**src/rtl/vga_fb_arbiter.sv**
```systemverilog
// ---------------------------------------------------------------------------
// vga_fb_arbiter
//
// Shares one single-port framebuffer RAM (RGB332, one byte per pixel)
// between VGA scanout and a pixel writer. Scanout has priority: it prefetches
// pixels into a small FIFO and delivers one pixel per pixel-clock enable
// while the display area is active. The writer uses a req/ack handshake.
// A wait counter forces a pending write through after MAX_WAIT denied cycles,
// so the writer can never be starved.
//
// Ports:
//   clk, rst        system clock, asynchronous active-high reset
//   pix_ce          pixel-clock enable (one pixel consumed/emitted per pulse)
//   frame_start     single-cycle pulse before the first active pixel
//   active          current pixel lies inside the displayed area
//   pix_out         RGB332 pixel to the DAC pins
//   underrun        sticky: an active pixel found the FIFO empty this frame
//   wr_req/wr_addr/wr_data/wr_ack   writer handshake
//   ram_en/ram_we/ram_addr/ram_wdata/ram_rdata   framebuffer RAM port
// ---------------------------------------------------------------------------
module vga_fb_arbiter #(
  parameter int ADDR_W     = 19,
  parameter int FB_PIXELS  = 307200,
  parameter int FIFO_DEPTH = 4,
  parameter int MAX_WAIT   = 8
) (
  input  logic              clk,
  input  logic              rst,
  input  logic              pix_ce,
  input  logic              frame_start,
  input  logic              active,
  output logic [7:0]        pix_out,
  output logic              underrun,
  input  logic              wr_req,
  input  logic [ADDR_W-1:0] wr_addr,
  input  logic [7:0]        wr_data,
  output logic              wr_ack,
  output logic              ram_en,
  output logic              ram_we,
  output logic [ADDR_W-1:0] ram_addr,
  output logic [7:0]        ram_wdata,
  input  logic [7:0]        ram_rdata
);

  localparam int PTR_W  = $clog2(FIFO_DEPTH);
  // Two spare bits: count plus up to two reads in flight must not wrap.
  localparam int CNT_W  = PTR_W + 2;
  localparam int WAIT_W = $clog2(MAX_WAIT + 1);

  localparam logic [ADDR_W-1:0] LAST_ADDR  = ADDR_W'(FB_PIXELS - 1);
  localparam logic [CNT_W-1:0]  DEPTH_C    = CNT_W'(FIFO_DEPTH);
  localparam logic [WAIT_W-1:0] WAIT_MAX_C = WAIT_W'(MAX_WAIT);

  typedef enum logic [1:0] {
    IDLE  = 2'd0,
    FETCH = 2'd1,
    DONE  = 2'd2
  } state_e;

  state_e              state_q,     state_d;
  logic [ADDR_W-1:0]   rd_addr_q,   rd_addr_d;
  logic [PTR_W-1:0]    wr_ptr_q,    wr_ptr_d;
  logic [PTR_W-1:0]    rd_ptr_q,    rd_ptr_d;
  logic [CNT_W-1:0]    count_q,     count_d;
  logic                rd_pend_q,   rd_pend_d;
  logic [WAIT_W-1:0]   wait_cnt_q,  wait_cnt_d;
  logic                wr_ack_q,    wr_ack_d;
  logic                ram_en_q,    ram_en_d;
  logic                ram_we_q,    ram_we_d;
  logic [ADDR_W-1:0]   ram_addr_q,  ram_addr_d;
  logic [7:0]          ram_wdata_q, ram_wdata_d;
  logic [7:0]          pix_out_q,   pix_out_d;
  logic                underrun_q,  underrun_d;

  logic [7:0]          fifo_mem [FIFO_DEPTH];

  logic                port_rd;
  logic [CNT_W-1:0]    in_flight;
  logic                rd_elig;
  logic                wr_elig;
  logic                force_wr;
  logic                grant_wr;
  logic                grant_rd;
  logic                push;
  logic                pop;
  logic                fifo_empty;

  // A read is in flight while it sits on the RAM port (its data appears next
  // cycle) and during the cycle its data is on ram_rdata (pushed at the end
  // of that cycle). Both must be reserved in the FIFO before issuing another.
  // frame_start blocks new reads for one cycle so the flush is clean.
  always_comb begin
    port_rd    = ram_en_q & ~ram_we_q;
    in_flight  = CNT_W'(port_rd) + CNT_W'(rd_pend_q);
    fifo_empty = (count_q == '0);
    rd_elig    = (state_q == FETCH) && !frame_start &&
                 ((count_q + in_flight) < DEPTH_C);
    // Skipping the cycle right after an ack stops a second write while the
    // writer is still lowering wr_req.
    wr_elig    = wr_req && !wr_ack_q;
    force_wr   = wr_elig && (wait_cnt_q == WAIT_MAX_C);
    grant_wr   = force_wr || (wr_elig && !rd_elig);
    grant_rd   = rd_elig && !force_wr;
    push       = rd_pend_q && !frame_start;
    pop        = pix_ce && active && !fifo_empty && !frame_start;
  end

  // Next-state logic: RAM port grant, wait counter, FIFO bookkeeping and
  // pixel consumption. frame_start is applied last so it overrides every
  // other update to the fetch side, including a same-cycle pop.
  always_comb begin
    state_d     = state_q;
    rd_addr_d   = rd_addr_q;
    wr_ptr_d    = wr_ptr_q;
    rd_ptr_d    = rd_ptr_q;
    count_d     = count_q;
    wait_cnt_d  = wait_cnt_q;
    ram_addr_d  = ram_addr_q;
    ram_wdata_d = ram_wdata_q;
    pix_out_d   = pix_out_q;
    underrun_d  = underrun_q;
    wr_ack_d    = 1'b0;
    ram_en_d    = 1'b0;
    ram_we_d    = 1'b0;
    rd_pend_d   = port_rd && !frame_start;

    if (grant_wr) begin
      ram_en_d    = 1'b1;
      ram_we_d    = 1'b1;
      ram_addr_d  = wr_addr;
      ram_wdata_d = wr_data;
      wr_ack_d    = 1'b1;
    end else if (grant_rd) begin
      ram_en_d   = 1'b1;
      ram_addr_d = rd_addr_q;
      rd_addr_d  = rd_addr_q + ADDR_W'(1);
      if (rd_addr_q == LAST_ADDR) begin
        state_d = DONE;
      end
    end

    if (!wr_req || grant_wr) begin
      wait_cnt_d = '0;
    end else if (wr_elig && (wait_cnt_q != WAIT_MAX_C)) begin
      wait_cnt_d = wait_cnt_q + WAIT_W'(1);
    end

    if (push) begin
      wr_ptr_d = wr_ptr_q + PTR_W'(1);
    end
    if (pop) begin
      rd_ptr_d = rd_ptr_q + PTR_W'(1);
    end
    if (push && !pop) begin
      count_d = count_q + CNT_W'(1);
    end else if (pop && !push) begin
      count_d = count_q - CNT_W'(1);
    end

    // An empty active pixel shows black and the frame slips; there is no
    // resync until the next frame_start.
    if (pix_ce && !frame_start) begin
      if (!active) begin
        pix_out_d = 8'h00;
      end else if (fifo_empty) begin
        pix_out_d  = 8'h00;
        underrun_d = 1'b1;
      end else begin
        pix_out_d = fifo_mem[rd_ptr_q];
      end
    end

    if (frame_start) begin
      state_d    = FETCH;
      rd_addr_d  = '0;
      wr_ptr_d   = '0;
      rd_ptr_d   = '0;
      count_d    = '0;
      underrun_d = 1'b0;
    end
  end

  // State and registered outputs.
  always_ff @(posedge clk or posedge rst) begin
    if (rst) begin
      state_q     <= IDLE;
      rd_addr_q   <= '0;
      wr_ptr_q    <= '0;
      rd_ptr_q    <= '0;
      count_q     <= '0;
      rd_pend_q   <= 1'b0;
      wait_cnt_q  <= '0;
      wr_ack_q    <= 1'b0;
      ram_en_q    <= 1'b0;
      ram_we_q    <= 1'b0;
      ram_addr_q  <= '0;
      ram_wdata_q <= '0;
      pix_out_q   <= '0;
      underrun_q  <= 1'b0;
    end else begin
      state_q     <= state_d;
      rd_addr_q   <= rd_addr_d;
      wr_ptr_q    <= wr_ptr_d;
      rd_ptr_q    <= rd_ptr_d;
      count_q     <= count_d;
      rd_pend_q   <= rd_pend_d;
      wait_cnt_q  <= wait_cnt_d;
      wr_ack_q    <= wr_ack_d;
      ram_en_q    <= ram_en_d;
      ram_we_q    <= ram_we_d;
      ram_addr_q  <= ram_addr_d;
      ram_wdata_q <= ram_wdata_d;
      pix_out_q   <= pix_out_d;
      underrun_q  <= underrun_d;
    end
  end

  // FIFO storage needs no reset: occupancy is tracked by the pointers.
  always_ff @(posedge clk) begin
    if (push) begin
      fifo_mem[wr_ptr_q] <= ram_rdata;
    end
  end

  assign pix_out   = pix_out_q;
  assign underrun  = underrun_q;
  assign wr_ack    = wr_ack_q;
  assign ram_en    = ram_en_q;
  assign ram_we    = ram_we_q;
  assign ram_addr  = ram_addr_q;
  assign ram_wdata = ram_wdata_q;

endmodule

```
**config.mk**
```make
export PLATFORM = sky130hd
export DESIGN_NAME = vga_fb_arbiter
export DESIGN_NICKNAME = d
export VERILOG_FILES = /design/src/rtl/vga_fb_arbiter.sv
export SDC_FILE = /design/constraint.sdc
export NUM_CORES = 1
export LEC_CHECK = 0
export BUFFER_PORTS_ARGS = -buffer_cell sky130_fd_sc_hd__buf_2
export CELL_PAD_IN_SITES_DETAIL_PLACEMENT = 1
export CELL_PAD_IN_SITES_GLOBAL_PLACEMENT = 1
export CORE_AREA = 2 2 96 116
export DETAILED_ROUTE_END_ITERATION = 10
export DIE_AREA = 0 0 98 118
export PLACE_DENSITY_LB_ADDON = 0.1
export SLEW_MARGIN = 25
export SYNTH_ARGS = -nofsm -noshare
export SYNTH_HDL_FRONTEND = slang
export SYNTH_SLANG_ARGS = --single-unit
```
**constraint.sdc**
```tcl
create_clock -name clk -period 2.7 [get_ports clk]
set_clock_uncertainty 0.05 [all_clocks]
set_input_delay 0.135 -clock clk [delete_from_list [all_inputs] [get_ports clk]]
set_output_delay 0.135 -clock clk [all_outputs]
set_load 0.02 [all_outputs]
```
==> run metrics <==
total core area=10400 um2; share of Yosys cell area claimed by the top area cell type=0.392; crit path DAT=2.67 ns; GPL Wtd Cong=0.764; fin crit period=2.49 ns; Die Height=118 um; Port Buf Inserts=79; layout cell share with drive strength beyond 1=0.276; # Max-Cap Violations=0; Clock Tree Root=clkbuf_16; Fin Hold WS=0.0347 ns; Final Setup Violations=0; largest net degree at the start of global routing=43; Seq cells post-synth=104; CP peak stage delay=0.48 ns; Final nets=529; DR DRC count=0; Total GRT Usage=0.203; metal2 WL=5.83 mm; syn avg cell area=13.0 um2; Worst-Skew Late Latency=0.35 ns; Avg Vias per Cell=5.49; cell area after layout=5910 um2; Antenna Nets Post-Route=0; final core utilization=0.568; Wirelength per Cell=18.2 um; Syn Inst Count=352; chip width=98 um; initial antenna violation count=0; CP bufs+invs=0; crit path kind=reg -> reg; Leak=2.62 nW; Slowest cell on crit path=nor4_1; crit share post-route=0.921; clock sinks=104; Netlist cell types=49; Row Count=41; Area Growth Syn to Fin=28.7%; HP Class=in -> reg; H-tree levels=3; post-CTS sizing=0; dpl ws=0.215 ns; post-synthesis sequential area ratio=0.601; dominant synthesized flop cell=dfrtp_1; vias in the first global route=3589; uppermost routed layer=met4; CTS clk-pin slew, worst paths=0.08 ns; n_diodes=0; yosys warns=0; hold buffer count at cts=38; post-synthesis net count=404; Setup Buffers After CTS=0; die area=11600 um2; CP Launch Type=flop; Pwr Density=916 nW/um2; largest cells by area after synthesis=dfrtp_1, edfxtp_1, a221o_1; synthesized cell area=4590 um2; RSZ-0062 raised after global routing=no; Setup TNS Final=0 ns; Post-Place Cell Area=5190 um2; CTS tree=done; worst slew pin tran=0.700 ns; CP Max Fanout=7; ys async rst share=0.692; fillers=1066; via count=3356; critical-path cell list=nor4_1, o21ai_0, ha_1, a21o_1, a21oi_1, mux2i_1, xnor2_1, nor2_1; dpl hpwl=7.44 mm; status=completed; Post-synth EDFFs=32; met3 wire length=322 um; Max Transition Viols Final=0; total wire length=11.1 mm; clock buffer depth=2; CTS Buf Count=9; DRT iter0 DRCs=144; Top delay family on crit path=compound AO/OA/AOI/OAI gates; Yosys top cell by area=dfrtp_1; Rel. slew slack=0.533; Max VDD drop=0.399 mV; GR Overflow Total=0; setup ws final=0.212 ns; Fin. Hold Viols=0; Initial Util=0.441; met1 wire length=4.82 mm; first-pass GRT wire length=18.6 mm; element type at the critical path end=flop; I/O pins=80; Max Clock Freq=0.402 GHz; DRT Pass-1 Iters=4; CP Data Required Time=2.88 ns
## final cells by class
cell class              instances  area, um2  area share
repair buffers                133        908       0.154
inverters                      13       48.8     0.00825
clock buffers                   9        225      0.0381
flip-flops and latches        104       2760       0.467
clock inverters                 7        114      0.0193
well taps                     129        161      0.0273
multi-input cells             216       1690       0.286
## metrics by stage
step	std cells	total power (W)
2_1_floorplan	352	0.00332
3_3_place_gp	557	0.00390
3_5_place_dp	557	0.00396
4_1_cts	611	0.00546
5_1_grt	611	0.00573
6_report	611	0.00541
## worst register-to-register path: stages, from the launching register on
cell,delay (ns)
dfrtp_1,0.46
nor4_1,0.48
o21ai_0,0.27
ha_1,0.33
a21o_1,0.18
a21oi_1,0.17
mux2i_1,0.24
xnor2_1,0.14
nor2_1,0.06
## Yosys cell counts, types with 3 or more instances
library cell,instances
dfrtp_1,72
edfxtp_1,32
nand2_1,25
nor2_1,20
and3_1,19
a221o_1,18
xnor2_1,14
inv_1,13
clkbuf_1,12
ha_1,10
a21oi_1,9
nand3_1,9
a32o_1,8
mux2_2,8
mux4_2,8
and2_1,6
buf_2,5
mux2i_1,5
o21ai_0,5
nand4_1,4
o31ai_1,4
or3_1,4
nor4b_1,3
o211ai_1,3
or4_1,3
## state kept, by name, summed over array words and instances, names as in the netlist
name / count
count_q: 4
fifo_mem: 32
pix_out: 8
ram_addr: 19
ram_en: 1
ram_wdata: 8
ram_we: 1
rd_addr_q: 19
rd_pend_q: 1
rd_ptr_q: 2
state_q: 2
underrun: 1
wait_cnt_q: 4
wr_ptr_q: 2
## per-layer routing
layer  vias up  track usage
met4         0       0.0686
met5         -            0
met2        64        0.348
met1      1718        0.259
met3        12       0.0350
li1       1562            -
## layout by cell type, fill, tap and decap left out, drive strengths merged, types with 5 or more instances in the layout
cell type,instances
nand2,25
inv,15
a21oi,9
xnor2,14
mux2,8
dlygate4sd3,38
clkbuf,9
dfrtp,72
nor2,20
mux2i,5
a32o,8
a221o,18
edfxtp,32
o21ai,6
and3,19
ha,10
mux4,8
and2,6
nand3,9
buf,95
## kinds of logic (layout without fill, tap and decap cells)
group | after synthesis | in the layout | share of synthesized area
mux | 21 | 21 | 0.0697
buf+inv | 32 | 162 | 0.0300
fa+ha+maj | 11 | 11 | 0.0316
simple gates | 110 | 110 | 0.131
flops | 104 | 104 | 0.601
xor+xnor | 16 | 16 | 0.0305
compound gates | 58 | 58 | 0.105
## power breakdown
group          total, W  internal (W)  switching (W)
combinational   0.00179      0.000787        0.00101
sequential      0.00216       0.00193       0.000232
clock           0.00146      0.000834       0.000629
total           0.00541       0.00355        0.00187
## path summary, 6_finish.rpt
path / start / endpoint / slack, ns / depth (start not counted)
setup / recovery: count_q[1] / count_q[3] / 0.21 / 8
hold / removal: pix_ce / underrun / 0.03 / 3
setup reg to reg: count_q[1] / count_q[3] / 0.21 / 8
hold reg to reg: pix_out[1] / pix_out[1] / 0.44 / 1
max in group asynchronous: rst / wr_ptr_q[1] / 1.53 / 4
min in group asynchronous: rst / ram_wdata[1] / 0.40 / 3
(Power assumes the default switching activity.)
